File: src/rtl/if_stage_if.sv
// Fetch-stage signal bundle: hazard/redirect controls, instruction-memory port
// and IF/ID outputs. master = surrounding core/bench, slave = if_stage.
interface if_stage_if #(
    parameter int CNT_W = 16
);
    logic             pcwrite;
    logic             hazardflag;
    logic             branch_taken;
    logic [31:0]      branch_target;
    logic             jump;
    logic [31:0]      jump_target;
    logic [31:0]      imem_addr;
    logic [31:0]      imem_rdata;
    logic [31:0]      pc;
    logic [31:0]      ifid_instr;
    logic [31:0]      ifid_pc4;
    logic             ifid_valid;
    logic [CNT_W-1:0] stall_cnt;
    logic [CNT_W-1:0] flush_cnt;

    modport master (
        output pcwrite, hazardflag, branch_taken, branch_target,
        output jump, jump_target, imem_rdata,
        input  imem_addr, pc, ifid_instr, ifid_pc4, ifid_valid,
        input  stall_cnt, flush_cnt
    );

    modport slave (
        input  pcwrite, hazardflag, branch_taken, branch_target,
        input  jump, jump_target, imem_rdata,
        output imem_addr, pc, ifid_instr, ifid_pc4, ifid_valid,
        output stall_cnt, flush_cnt
    );
endinterface

File: src/rtl/if_stage.sv
// Instruction fetch + IF/ID register. Ports: clk, rst (async, active-high),
// bus (if_stage_if.slave): hazard/redirect inputs, imem port, IF/ID + counters.
module if_stage #(
    parameter logic [31:0] RESET_PC  = 32'h0000_0000,
    parameter logic [31:0] NOP_INSTR = 32'h0000_0000,
    parameter int          CNT_W     = 16
) (
    input  logic        clk,
    input  logic        rst,
    if_stage_if.slave   bus
);
    logic [31:0]      pc_q, pc_d;
    logic [31:0]      instr_q, instr_d;
    logic [31:0]      pc4_q, pc4_d;
    logic             valid_q, valid_d;
    logic [CNT_W-1:0] stall_q, stall_d;
    logic [CNT_W-1:0] flush_q, flush_d;

    logic        redirect;
    logic [31:0] target;
    logic [31:0] pc4;

    always_comb begin
        redirect = bus.branch_taken | bus.jump;
        // Branch has priority over a simultaneous jump.
        target   = bus.branch_taken ? bus.branch_target : bus.jump_target;
        target   = {target[31:2], 2'b00};
        pc4      = pc_q + 32'd4;

        pc_d    = pc_q;
        instr_d = instr_q;
        pc4_d   = pc4_q;
        valid_d = valid_q;
        stall_d = stall_q;
        flush_d = flush_q;

        if (redirect) begin
            // Flush wins over any stall request.
            pc_d    = target;
            instr_d = NOP_INSTR;
            pc4_d   = 32'd0;
            valid_d = 1'b0;
            if (flush_q != {CNT_W{1'b1}}) flush_d = flush_q + 1'b1;
        end else if (bus.hazardflag) begin
            if (bus.pcwrite) pc_d = pc4;
            if (stall_q != {CNT_W{1'b1}}) stall_d = stall_q + 1'b1;
        end else begin
            instr_d = bus.imem_rdata;
            pc4_d   = pc4;
            valid_d = 1'b1;
            if (bus.pcwrite) pc_d = pc4;
        end
    end

    always_ff @(posedge clk or posedge rst) begin
        if (rst) begin
            pc_q    <= RESET_PC;
            instr_q <= NOP_INSTR;
            pc4_q   <= 32'd0;
            valid_q <= 1'b0;
            stall_q <= '0;
            flush_q <= '0;
        end else begin
            pc_q    <= pc_d;
            instr_q <= instr_d;
            pc4_q   <= pc4_d;
            valid_q <= valid_d;
            stall_q <= stall_d;
            flush_q <= flush_d;
        end
    end

    assign bus.imem_addr  = pc_q;
    assign bus.pc         = pc_q;
    assign bus.ifid_instr = instr_q;
    assign bus.ifid_pc4   = pc4_q;
    assign bus.ifid_valid = valid_q;
    assign bus.stall_cnt  = stall_q;
    assign bus.flush_cnt  = flush_q;
endmodule
File: src/flat_wrapper.sv
// flat-port wrapper written by rule: the top's interface ports become plain ports
module if_stage_flat 
#(
    parameter logic [31:0] RESET_PC  = 32'h0000_0000,
    parameter logic [31:0] NOP_INSTR = 32'h0000_0000,
    parameter int          CNT_W     = 16
)
  (clk, rst, bus_pcwrite, bus_hazardflag, bus_branch_taken, bus_branch_target, bus_jump, bus_jump_target, bus_imem_rdata, bus_imem_addr, bus_pc, bus_ifid_instr, bus_ifid_pc4, bus_ifid_valid, bus_stall_cnt, bus_flush_cnt);
  if_stage_if #(.CNT_W(CNT_W)) bus_i ();
  input  logic clk;
  input  logic rst;
  input wire logic [$bits(bus_i.pcwrite)-1:0] bus_pcwrite;
  input wire logic [$bits(bus_i.hazardflag)-1:0] bus_hazardflag;
  input wire logic [$bits(bus_i.branch_taken)-1:0] bus_branch_taken;
  input wire logic [$bits(bus_i.branch_target)-1:0] bus_branch_target;
  input wire logic [$bits(bus_i.jump)-1:0] bus_jump;
  input wire logic [$bits(bus_i.jump_target)-1:0] bus_jump_target;
  input wire logic [$bits(bus_i.imem_rdata)-1:0] bus_imem_rdata;
  output wire logic [$bits(bus_i.imem_addr)-1:0] bus_imem_addr;
  output wire logic [$bits(bus_i.pc)-1:0] bus_pc;
  output wire logic [$bits(bus_i.ifid_instr)-1:0] bus_ifid_instr;
  output wire logic [$bits(bus_i.ifid_pc4)-1:0] bus_ifid_pc4;
  output wire logic [$bits(bus_i.ifid_valid)-1:0] bus_ifid_valid;
  output wire logic [$bits(bus_i.stall_cnt)-1:0] bus_stall_cnt;
  output wire logic [$bits(bus_i.flush_cnt)-1:0] bus_flush_cnt;
  assign bus_i.pcwrite = bus_pcwrite;
  assign bus_i.hazardflag = bus_hazardflag;
  assign bus_i.branch_taken = bus_branch_taken;
  assign bus_i.branch_target = bus_branch_target;
  assign bus_i.jump = bus_jump;
  assign bus_i.jump_target = bus_jump_target;
  assign bus_i.imem_rdata = bus_imem_rdata;
  assign bus_imem_addr = bus_i.imem_addr;
  assign bus_pc = bus_i.pc;
  assign bus_ifid_instr = bus_i.ifid_instr;
  assign bus_ifid_pc4 = bus_i.ifid_pc4;
  assign bus_ifid_valid = bus_i.ifid_valid;
  assign bus_stall_cnt = bus_i.stall_cnt;
  assign bus_flush_cnt = bus_i.flush_cnt;
  if_stage #(.RESET_PC(RESET_PC), .NOP_INSTR(NOP_INSTR), .CNT_W(CNT_W)) u_core (.clk(clk), .rst(rst), .bus(bus_i));
endmodule
File: config.mk
export PLATFORM = sky130hd
export DESIGN_NAME = if_stage_flat
export DESIGN_NICKNAME = d
export VERILOG_FILES = /design/src/rtl/if_stage_if.sv /design/src/rtl/if_stage.sv /design/src/flat_wrapper.sv
export SDC_FILE = /design/constraint.sdc
export NUM_CORES = 1
export LEC_CHECK = 0
export CORE_UTILIZATION = 35
export CTS_CLUSTER_SIZE = 40
export DETAILED_ROUTE_END_ITERATION = 8
export GPL_TIMING_DRIVEN = 0
export HOLD_SLACK_MARGIN = 0.05
export PLACE_DENSITY = 0.66
export RECOVER_POWER = 25
export SLEW_MARGIN = 30
export SYNTH_ARGS = -nofsm -noshare
export SYNTH_HDL_FRONTEND = slang
export SYNTH_SLANG_ARGS = --single-unit
File: constraint.sdc
create_clock -name clk -period 12.8 [get_ports clk]
set_input_delay 3.2 -clock clk [delete_from_list [all_inputs] [get_ports clk]]
set_output_delay 3.2 -clock clk [all_outputs]
set_load 0.05 [all_outputs]
==> metrics.txt <==
final hold vios=0; fmax=roughly 190 MHz; Post-Syn Area per Cell=9.47 um2; final setup violation count=0; met3 Use GR=0.0515; vias in the first global route=about 6000; Setup WS post-layout=7500 ps; Combinational Power Share=0.338; count leader, synth=dfrtp_1; ANT cells=0; synthesis-to-layout area growth=50.3%; asr flop ratio synth=1.00; gr usage total=0.224; fin. max-slew vios=43; largest net degree at the start of global routing=85; Non-Filler Instances=about 1300; post-DR vias/cell=about 5; Worst slew margin=-0.321; CTS root buffer=clkbuf_16; fin area=10300 um2; Crit. End Element=flop; synth unique cells=60; pwr dens=~140 nW/um2; Max VDD drop=roughly 0.10 mV; post-placement setup slack=7110 ps; final WL=roughly 22000 um; Net Sw Frac=0.386; Post-synth EDFFs=0; die area=slightly above 20000 um2; via count=around 6400; Initial Util=0.362; cell row count=50; Net Switching=between 500 and 600 uW; Hold Path Class=reg -> reg; met1 usage=0.304; Yosys top cell by area=dfrtp_1; failing checks=max-capacitance violations, max-slew violations; P_int=around 900 uW; Worst-Skew Late Latency=approximately 420 ps; first-pass GRT wire length=between 30000 and 40000 um; clk slew on worst S/H paths=roughly 60 ps; post-layout min period=~5300 ps; Chip Width=142 um; fill cell count=approximately 1800; die height=142 um; RSZ-0062 raised after global routing=false; met2 Use GR=0.353; Syn. warnings=0; Hold WS=491 ps; register area share after synthesis=0.459; Num CTS Buffers=17; Avg WL per Cell=about 18 um; DR pass1 iterations=5; Nets=about 1100; Post-CTS Setup Bufs=0; hpwl dp=16600 um; ys flop type=dfrtp_1; Tot Pwr=1.46 mW; Setup Skew=between 8 and 9 ps; placed inst area=about 10000 um2; Commonest cells post-synth=dfrtp_1 (126), nor2_1 (78), nand2_1 (61); # port buffers=roughly 250; number of H-tree levels=4; share of cells above drive strength 1=0.102; slack of the worst reg-to-reg path=10200 ps; Core Area=19000 um2; largest cells by area after synthesis=dfrtp_1 (46%), mux2i_1 (5.8%), xnor2_1 (4.8%), nor2_1 (4.3%), a21oi_1 (4.1%); GR peak layer=met2; worst-margin pin slew=between 1500 and 2000 ps; CP required=13100 ps; sequential fraction of design power=0.337; total clock sinks=126; Iter 0 DRT Violations=about 320; CP startpoint kind=input port; synthesis-stage register bit count=around 130; period utilization=0.414; Routed Antenna Nets=0; CTS tree=yes; status=finished with violations; worst-path maximum fanout=10; I/O pins=between 200 and 300; kind of critical path=in -> reg; Cells after Synth=approximately 730; total grt overflow=0; # DRC=0; final core utilization=0.544; placed cell count=1240; Synth top area share=0.459; initial antenna violation count=0; Max-Cap Viols=1; mapped cell area=around 6900 um2; CP Data Arrival Time=approximately 5600 ps; setup tns final=0 ps; clk buf depth=2; Clock Power Share=0.325; # hold bufs at CTS=0; leakage power=4.39 nW; CTS resizes=0; GP Congestion=around 0.82
layout make-up:
cell class	count	area, um2	share of cell area
tap	260	325	0.0315
inverter	15	57.6	0.00558
multi-input combinational	511	3230	0.313
buffer	76	438	0.0424
clock inverter	15	150	0.0145
clock buffer	17	425	0.0412
timing repair buffer	252	2540	0.246
sequential	126	3150	0.305
critical path, cell delays in order:
cell,delay [ps]
clkdlybuf4s50_1,620
clkbuf_1,490
inv_1,240
buf_2,290
o21a_1,220
mux2i_1,260
a21oi_1,110
a21boi_1,150
flip-flops by register name (all words and copies together), names as in the netlist:
signal,count
u_core.bus.stall_cnt,16
u_core.bus.ifid_pc4,31
u_core.bus.flush_cnt,16
u_core.bus.imem_addr,30
u_core.bus.ifid_instr,32
u_core.bus.ifid_valid,1
placed cells by master (no fill, tap or decap), drive strengths merged, types with 3 or more instances in the layout:
cell type      netlist  layout
nand3               22      22
o2bb2a               4       4
nand2               62      62
conb                 1       4
clkbuf              26      43
xnor2               38      38
o22ai                4       4
nor2                78      78
o21ba                3       3
clkinvlp             0       5
clkdlybuf4s50        0     250
ha                   3       3
o22a                 5       5
inv                 15      22
o21a                 8       8
a2bb2oi              5       5
a21oi               56      56
and3                11      11
buf                 50      51
and2                 6       6
nor4                 6       6
dfrtp              126     126
o32a                 3       3
nand4               18      18
a31oi                5       5
xor2                21      21
nor3                17      17
o21ai               52      52
nor2b               12      12
and4                 6       6
mux2i               40      40
kinds of logic (layout without fill, tap and decap cells):
group,count (synthesis),count (layout),share of synthesized area
AO/OA/AOI/OAI,153,153,0.134
multiplexers,42,42,0.0616
other,1,4,0.000546
adder cells (fa/ha/maj),3,3,0.00547
XOR/XNOR,59,59,0.0752
AND/OR/NAND/NOR,250,250,0.192
buffers and inverters,91,375,0.0720
flip-flops,126,126,0.459
path summary, 6_finish.rpt:
check,depth (start not counted),start,endpoint
setup reg to reg,6,u_core.bus.imem_addr[2]$_DFFE_PP0N_,u_core.bus.ifid_pc4[24]$_DFFE_PP0P_
max in group asynchronous,3,rst,u_core.bus.ifid_pc4[26]$_DFFE_PP0P_
setup / recovery,8,bus_jump,u_core.bus.imem_addr[31]$_DFFE_PP0N_
min in group asynchronous,2,rst,u_core.bus.imem_addr[3]$_DFFE_PP0N_
hold reg to reg,1,u_core.bus.flush_cnt[4]$_DFFE_PP0P_,u_core.bus.flush_cnt[4]$_DFFE_PP0P_
hold / removal,1,u_core.bus.flush_cnt[4]$_DFFE_PP0P_,u_core.bus.flush_cnt[4]$_DFFE_PP0P_
metal layers:
layer	up-vias	part of all wire
li1	3037	-
met1	3073	0.45
met2	230	0.46
met3	23	0.074
met4	0	0.014
met5	-	0
power groups by stage:
stage | combinational, mW | sequential, mW | clock (mW)
detailed placement | 0.496 | 0.500 | 0
finish | 0.495 | 0.494 | 0.476
CTS | 0.498 | 0.493 | 0.486
global placement | 0.492 | 0.499 | 0
global route | 0.523 | 0.500 | 0.503
floorplan | 0.191 | 0.623 | 0
(Power assumes the default switching activity.)
